## src/rtl/prio_enc_pkg.sv

```systemverilog
// Shared helpers and types for the prio_enc_queue block.
package prio_enc_pkg;

  typedef enum logic [0:0] {
    EMPTY = 1'b0,
    HOLD  = 1'b1
  } state_e;

  function automatic int clog2_min1(input int n);
    int r;
    r = $clog2(n);
    return (r < 1) ? 1 : r;
  endfunction

  function automatic int popcount(input logic [63:0] v);
    int c;
    c = 0;
    for (int i = 0; i < 64; i++) begin
      c = c + int'(v[i]);
    end
    return c;
  endfunction

endpackage

```

## src/rtl/prio_enc_queue_pick.sv

```systemverilog
// Combinational downward search from a start pointer, wrapping from 0 to N-1.
module prio_pick #(
  parameter int N  = 8,
  parameter int IW = 3
) (
  input  logic [N-1:0]  vec,
  input  logic [IW-1:0] start,
  output logic [IW-1:0] idx,
  output logic          found
);

  logic [IW-1:0] pos_s;

  // First set bit at start, start-1, ... with wrap; earlier positions win.
  always_comb begin
    idx   = {IW{1'b0}};
    found = 1'b0;
    pos_s = {IW{1'b0}};
    for (int i = 0; i < N; i++) begin
      if (start >= IW'(i)) begin
        pos_s = start - IW'(i);
      end else begin
        pos_s = start + IW'(N - i);
      end
      if (!found && vec[pos_s]) begin
        found = 1'b1;
        idx   = pos_s;
      end else begin
        found = found;
      end
    end
  end

endmodule

```

## src/rtl/prio_enc_queue.sv

```systemverilog
// Sticky-pending priority encoder issuing one index at a time on valid/ready.
// Define PRIO_ENC_QUEUE_RR_EN for round-robin search instead of fixed MSB-first.
module prio_enc_queue
  import prio_enc_pkg::*;
#(
  parameter int N  = 8,
  parameter int IW = clog2_min1(N),
  parameter int CW = clog2_min1(N + 1)
) (
  input  logic          clk,
  input  logic          rst_n,
  input  logic [N-1:0]  req_i,
  input  logic          flush_i,
  output logic [IW-1:0] idx_o,
  output logic          valid_o,
  input  logic          ready_i,
  output logic [N-1:0]  pending_o,
  output logic [CW-1:0] cnt_o,
  output logic          busy_o
);

  logic [N-1:0]  pend_r, pend_nx_s, eff_s;
  logic [IW-1:0] idx_r, idx_nx_s, pick_s, start_s;
  logic          valid_r, valid_nx_s, load_s, found_s;

  assign eff_s  = pend_r | req_i;
  assign load_s = !valid_r || ready_i;

`ifdef PRIO_ENC_QUEUE_RR_EN
  logic [IW-1:0] last_r, last_nx_s;

  assign start_s = (last_r == {IW{1'b0}}) ? IW'(N - 1) : (last_r - IW'(1));

  // Remember the most recent grant so the next search begins just below it.
  always_comb begin
    last_nx_s = last_r;
    if (!flush_i && load_s && found_s) begin
      last_nx_s = pick_s;
    end else begin
      last_nx_s = last_r;
    end
  end

  // Round-robin pointer register.
  always_ff @(posedge clk or negedge rst_n) begin
    if (!rst_n) begin
      last_r <= IW'(N - 1);
    end else begin
      last_r <= last_nx_s;
    end
  end
`else
  assign start_s = IW'(N - 1);
`endif

  prio_pick #(.N(N), .IW(IW)) u_pick (
    .vec   (eff_s),
    .start (start_s),
    .idx   (pick_s),
    .found (found_s)
  );

  // Next state: valid_r is the EMPTY/HOLD state; flush beats everything.
  always_comb begin
    pend_nx_s  = eff_s;
    valid_nx_s = valid_r;
    idx_nx_s   = idx_r;
    if (flush_i) begin
      pend_nx_s  = {N{1'b0}};
      valid_nx_s = 1'b0;
    end else if (load_s) begin
      if (found_s) begin
        idx_nx_s   = pick_s;
        valid_nx_s = 1'b1;
        pend_nx_s  = eff_s & ~(N'(1'b1) << pick_s);
      end else begin
        valid_nx_s = 1'b0;
      end
    end else begin
      pend_nx_s = eff_s;
    end
  end

  // State registers.
  always_ff @(posedge clk or negedge rst_n) begin
    if (!rst_n) begin
      pend_r  <= {N{1'b0}};
      valid_r <= 1'b0;
      idx_r   <= {IW{1'b0}};
    end else begin
      pend_r  <= pend_nx_s;
      valid_r <= valid_nx_s;
      idx_r   <= idx_nx_s;
    end
  end

  assign idx_o     = idx_r;
  assign valid_o   = valid_r;
  assign pending_o = pend_r;
  assign cnt_o     = CW'(popcount(64'(pend_r)));
  assign busy_o    = (|pend_r) || valid_r;

endmodule

```

## config.mk

```make
export PLATFORM = sky130hd
export DESIGN_NAME = prio_enc_queue
export DESIGN_NICKNAME = d
export VERILOG_FILES = /design/src/rtl/prio_enc_pkg.sv /design/src/rtl/prio_enc_queue_pick.sv /design/src/rtl/prio_enc_queue.sv
export SDC_FILE = /design/constraint.sdc
export NUM_CORES = 1
export LEC_CHECK = 0
export CORE_UTILIZATION = 30
export CTS_BUF_LIST = sky130_fd_sc_hd__clkbuf_8 sky130_fd_sc_hd__clkbuf_16
export CTS_CLUSTER_DIAMETER = 50
export DETAILED_ROUTE_END_ITERATION = 7
export GPL_TIMING_DRIVEN = 0
export PLACE_DENSITY = 0.6
export SYNTH_ARGS = -nofsm -noshare
export SYNTH_HDL_FRONTEND = slang
export SYNTH_SLANG_ARGS = --single-unit
```

## constraint.sdc

```tcl
create_clock -name clk -period 9.1 [get_ports clk]
set_clock_uncertainty 0.2 [all_clocks]
set_input_delay 2.73 -clock clk [delete_from_list [all_inputs] [get_ports clk]]
set_output_delay 2.73 -clock clk [all_outputs]
set_load 0.005 [all_outputs]
```

==> results.sh <==
export IMPL_root_buffer="clkbuf_8"
export IMPL_drt_total_wl_um=1810
export IMPL_dp_hpwl_um=1480
export IMPL_syn_inst=78
export IMPL_endpoint_kind="output pin"
export IMPL_cts_resized=0
export IMPL_crit_fanout=5
export IMPL_via_per_inst=4.98
export IMPL_io_pins=29
export IMPL_post_cts_buffers=0
export IMPL_seq_area_frac_synth=0.371
export IMPL_power_frac_comb=0.351
export IMPL_hold_buffers=0
export IMPL_ys_warn_count=0
export IMPL_vias=692
export IMPL_fmax_mhz=156
export IMPL_fillers=249
export IMPL_worstSkewPairLatency_ns=0.24
export IMPL_slew_viol_final=0
export IMPL_drive_above_1_share=0.119
export IMPL_maxCapViolCount=0
export IMPL_die_h_um=53.9
export IMPL_clkPwrFrac=0.311
export IMPL_yosysTopAreaCellShare=0.371
export IMPL_synth_nets=98
export IMPL_grt_max_degree=13
export IMPL_grt_pass1_vias=672
export IMPL_track_usage=0.146
export IMPL_cts_tree="yes"
export IMPL_hold_path_startpoint="idx_o[0]$_DFFE_PN0P_"
export IMPL_finalNonFillerCells=139
export IMPL_synth_cell_type_count=27
export IMPL_grt_overflow_total=0
export IMPL_n_antenna_cell=0
export IMPL_fin_crit_sh=0.707
export IMPL_cp_arrival_ns=3.50
export IMPL_gp_congestion=0.791
export IMPL_avgSynthCellArea_sq_um=10.4
export IMPL_routedWlPerCell_um=13.0
export IMPL_p_int_uw=134
export IMPL_layout_nets=130
export IMPL_whs_ns=0.310
export IMPL_die_area_sq_um=2910
export IMPL_grt_first_pass_wirelength_um=2960
export IMPL_power_frac_seq=0.338
export IMPL_numCtsBuffers=3
export IMPL_tightest_slew_ns=0.526
export IMPL_finalSetupViolCount=0
export IMPL_placement_io_buffers=27
export IMPL_p_leak_uw=0.000477
export IMPL_dp_cells=135
export IMPL_fin_crit_ns=6.43
export IMPL_clk_pin_slew_ns=0.06
export IMPL_core_sq_um=2520
export IMPL_initialDrtViolationCount=9
export IMPL_netlist_area_sq_um=810
export IMPL_grt_setup_unrepaired="false"
export IMPL_rr_startpoint="pending_o[6]$_DFF_PN0_"
export IMPL_start_util=0.321
export IMPL_syn_to_final_growth_pct=44.8
export IMPL_die_x_um=53.9
export IMPL_path_class="reg -> out"
export IMPL_finalHoldViolations=0
export IMPL_final_setup_tns_ns=0
export IMPL_firstDrtPassIters=4
export IMPL_powerDensity_nw_per_um2=159
export IMPL_cp_start_kind="flop"
export IMPL_maxSlewHeadroom=0.648
export IMPL_row_count=18
export IMPL_min_path_type="reg -> reg"
export IMPL_htreeDepth=1
export IMPL_status="completed"
export IMPL_ir_drop_mv=0.0854
export IMPL_p_sw_frac=0.282
export IMPL_synthTopCellsByArea="dfrtp_1 37%, fa_1 9.9%, inv_1 6.5%"
export IMPL_drc_errors=0
export IMPL_switching_power_uw=52.6
export IMPL_antenna_left=0
export IMPL_ys_seq_elements=12
export IMPL_critPathRequiredTime_ns=6.17
export IMPL_cts_sinks=12
export IMPL_antenna_found_initial=0
export IMPL_cts_path_max_buffers=2
export IMPL_synth_top_cell_by_area="dfrtp_1"
export IMPL_cp_startpoint="pending_o[0]$_DFF_PN0_"
final timing paths:
kind / cells after the start / slack [ns] / end
setup / recovery: 10 / 2.67 / cnt_o[2]
hold / removal: 1 / 0.31 / idx_o[0]$_DFFE_PN0P_
setup reg to reg: 4 / 7.17 / pending_o[4]$_DFF_PN0_
hold reg to reg: 1 / 0.31 / idx_o[0]$_DFFE_PN0P_
max in group asynchronous: 1 / 5.71 / pending_o[6]$_DFF_PN0_
min in group asynchronous: 1 / 2.64 / idx_o[1]$_DFFE_PN0P_
layout by cell type, fill, tap and decap left out, drive strengths merged:
| master | n |
|---|---|
| nor2 | 9 |
| ha | 4 |
| nor4 | 5 |
| buf | 1 |
| mux2 | 3 |
| nand2b | 1 |
| a41oi | 1 |
| nor2b | 1 |
| fa | 4 |
| xnor2 | 1 |
| dfrtp | 12 |
| nand4b | 1 |
| nand3 | 1 |
| and3 | 2 |
| nand2 | 2 |
| clkdlybuf4s50 | 27 |
| clkbuf | 5 |
| nand4 | 2 |
| o21ai | 1 |
| a211oi | 3 |
| a311oi | 5 |
| o31a | 1 |
| inv | 14 |
| nand3b | 2 |
| a21oi | 1 |
power by group through the flow:
stage               combinational [uW]  clock, uW  sequential (uW)
floorplan                         30.4          0             63.5
global placement                  64.1          0             64.0
detailed placement                66.4          0             64.0
CTS                               66.9       59.6             63.2
global route                      74.3       60.9             64.0
finish                            65.6       58.1             63.1
cell usage after synthesis:
| library cell | number |
|---|---|
| a311oi_1 | 5 |
| nor2_1 | 9 |
| o21ai_0 | 1 |
| nor4_2 | 1 |
| nand2b_1 | 1 |
| ha_1 | 4 |
| inv_1 | 14 |
| nand2_1 | 2 |
| buf_1 | 1 |
| nor4_4 | 2 |
| and3_4 | 1 |
| nand4_1 | 2 |
| nand3b_1 | 2 |
| fa_1 | 4 |
| nor2b_1 | 1 |
| a21oi_1 | 1 |
| nand3_1 | 1 |
| mux2_2 | 3 |
| nand4b_1 | 1 |
| a211oi_1 | 3 |
| a41oi_1 | 1 |
| clkbuf_1 | 1 |
| dfrtp_1 | 12 |
| o31a_2 | 1 |
| xnor2_1 | 1 |
| nor4_1 | 2 |
| and3_2 | 1 |
critical path, stage by stage (launching register included):
cell,delay [ns]
dfrtp_1,0.44
fa_1,0.55
inv_1,0.05
fa_1,0.50
fa_1,0.41
inv_1,0.07
ha_1,0.16
inv_1,0.05
fa_1,0.37
xnor2_1,0.14
clkdlybuf4s50_1,0.51
metal layers:
| metal | track usage | vias up | share of wire |
|---|---|---|---|
| li1 | - | 338 | - |
| met1 | 0.179 | 331 | 0.44 |
| met2 | 0.259 | 23 | 0.52 |
| met3 | 0.0169 | 0 | 0.044 |
| met4 | 0.0526 | 0 | 0 |
| met5 | 0 | - | 0 |
logic make-up after synthesis:
logic type,after synthesis,share of synthesized area
simple gates,26,0.224
compound gates,12,0.117
flops,12,0.371
xor+xnor,1,0.0108
mux,3,0.0417
buf+inv,16,0.0742
fa+ha+maj,8,0.161
final cells by class:
class | instances | area, sq um | area share
inverters | 14 | 52.6 | 0.0448
flip-flops and latches | 12 | 300 | 0.256
plain buffers | 2 | 7.51 | 0.00640
multi-input cells | 50 | 449 | 0.383
clock buffers | 4 | 55.1 | 0.0470
well taps | 30 | 37.5 | 0.0320
repair buffers | 27 | 270 | 0.231
per-stage QoR:
stage | utilization | setup WS, ns | instance area [sq um] | power, uW
after floorplan | - | 3.51 | 810 | 93.9
after global placement | 0.443 | 2.94 | 1120 | 128
after detailed placement | 0.443 | 2.90 | 1120 | 130
after CTS | 0.465 | 2.64 | 1170 | 190
after global routing | 0.465 | 2.52 | 1170 | 199
final | 0.465 | 2.67 | 1170 | 187
state kept, by name (all words and copies together), names as in the netlist:
name	cells
pending_o	8
idx_o	3
valid_o	1
No activity file was read; power rests on OpenSTA's default activity.
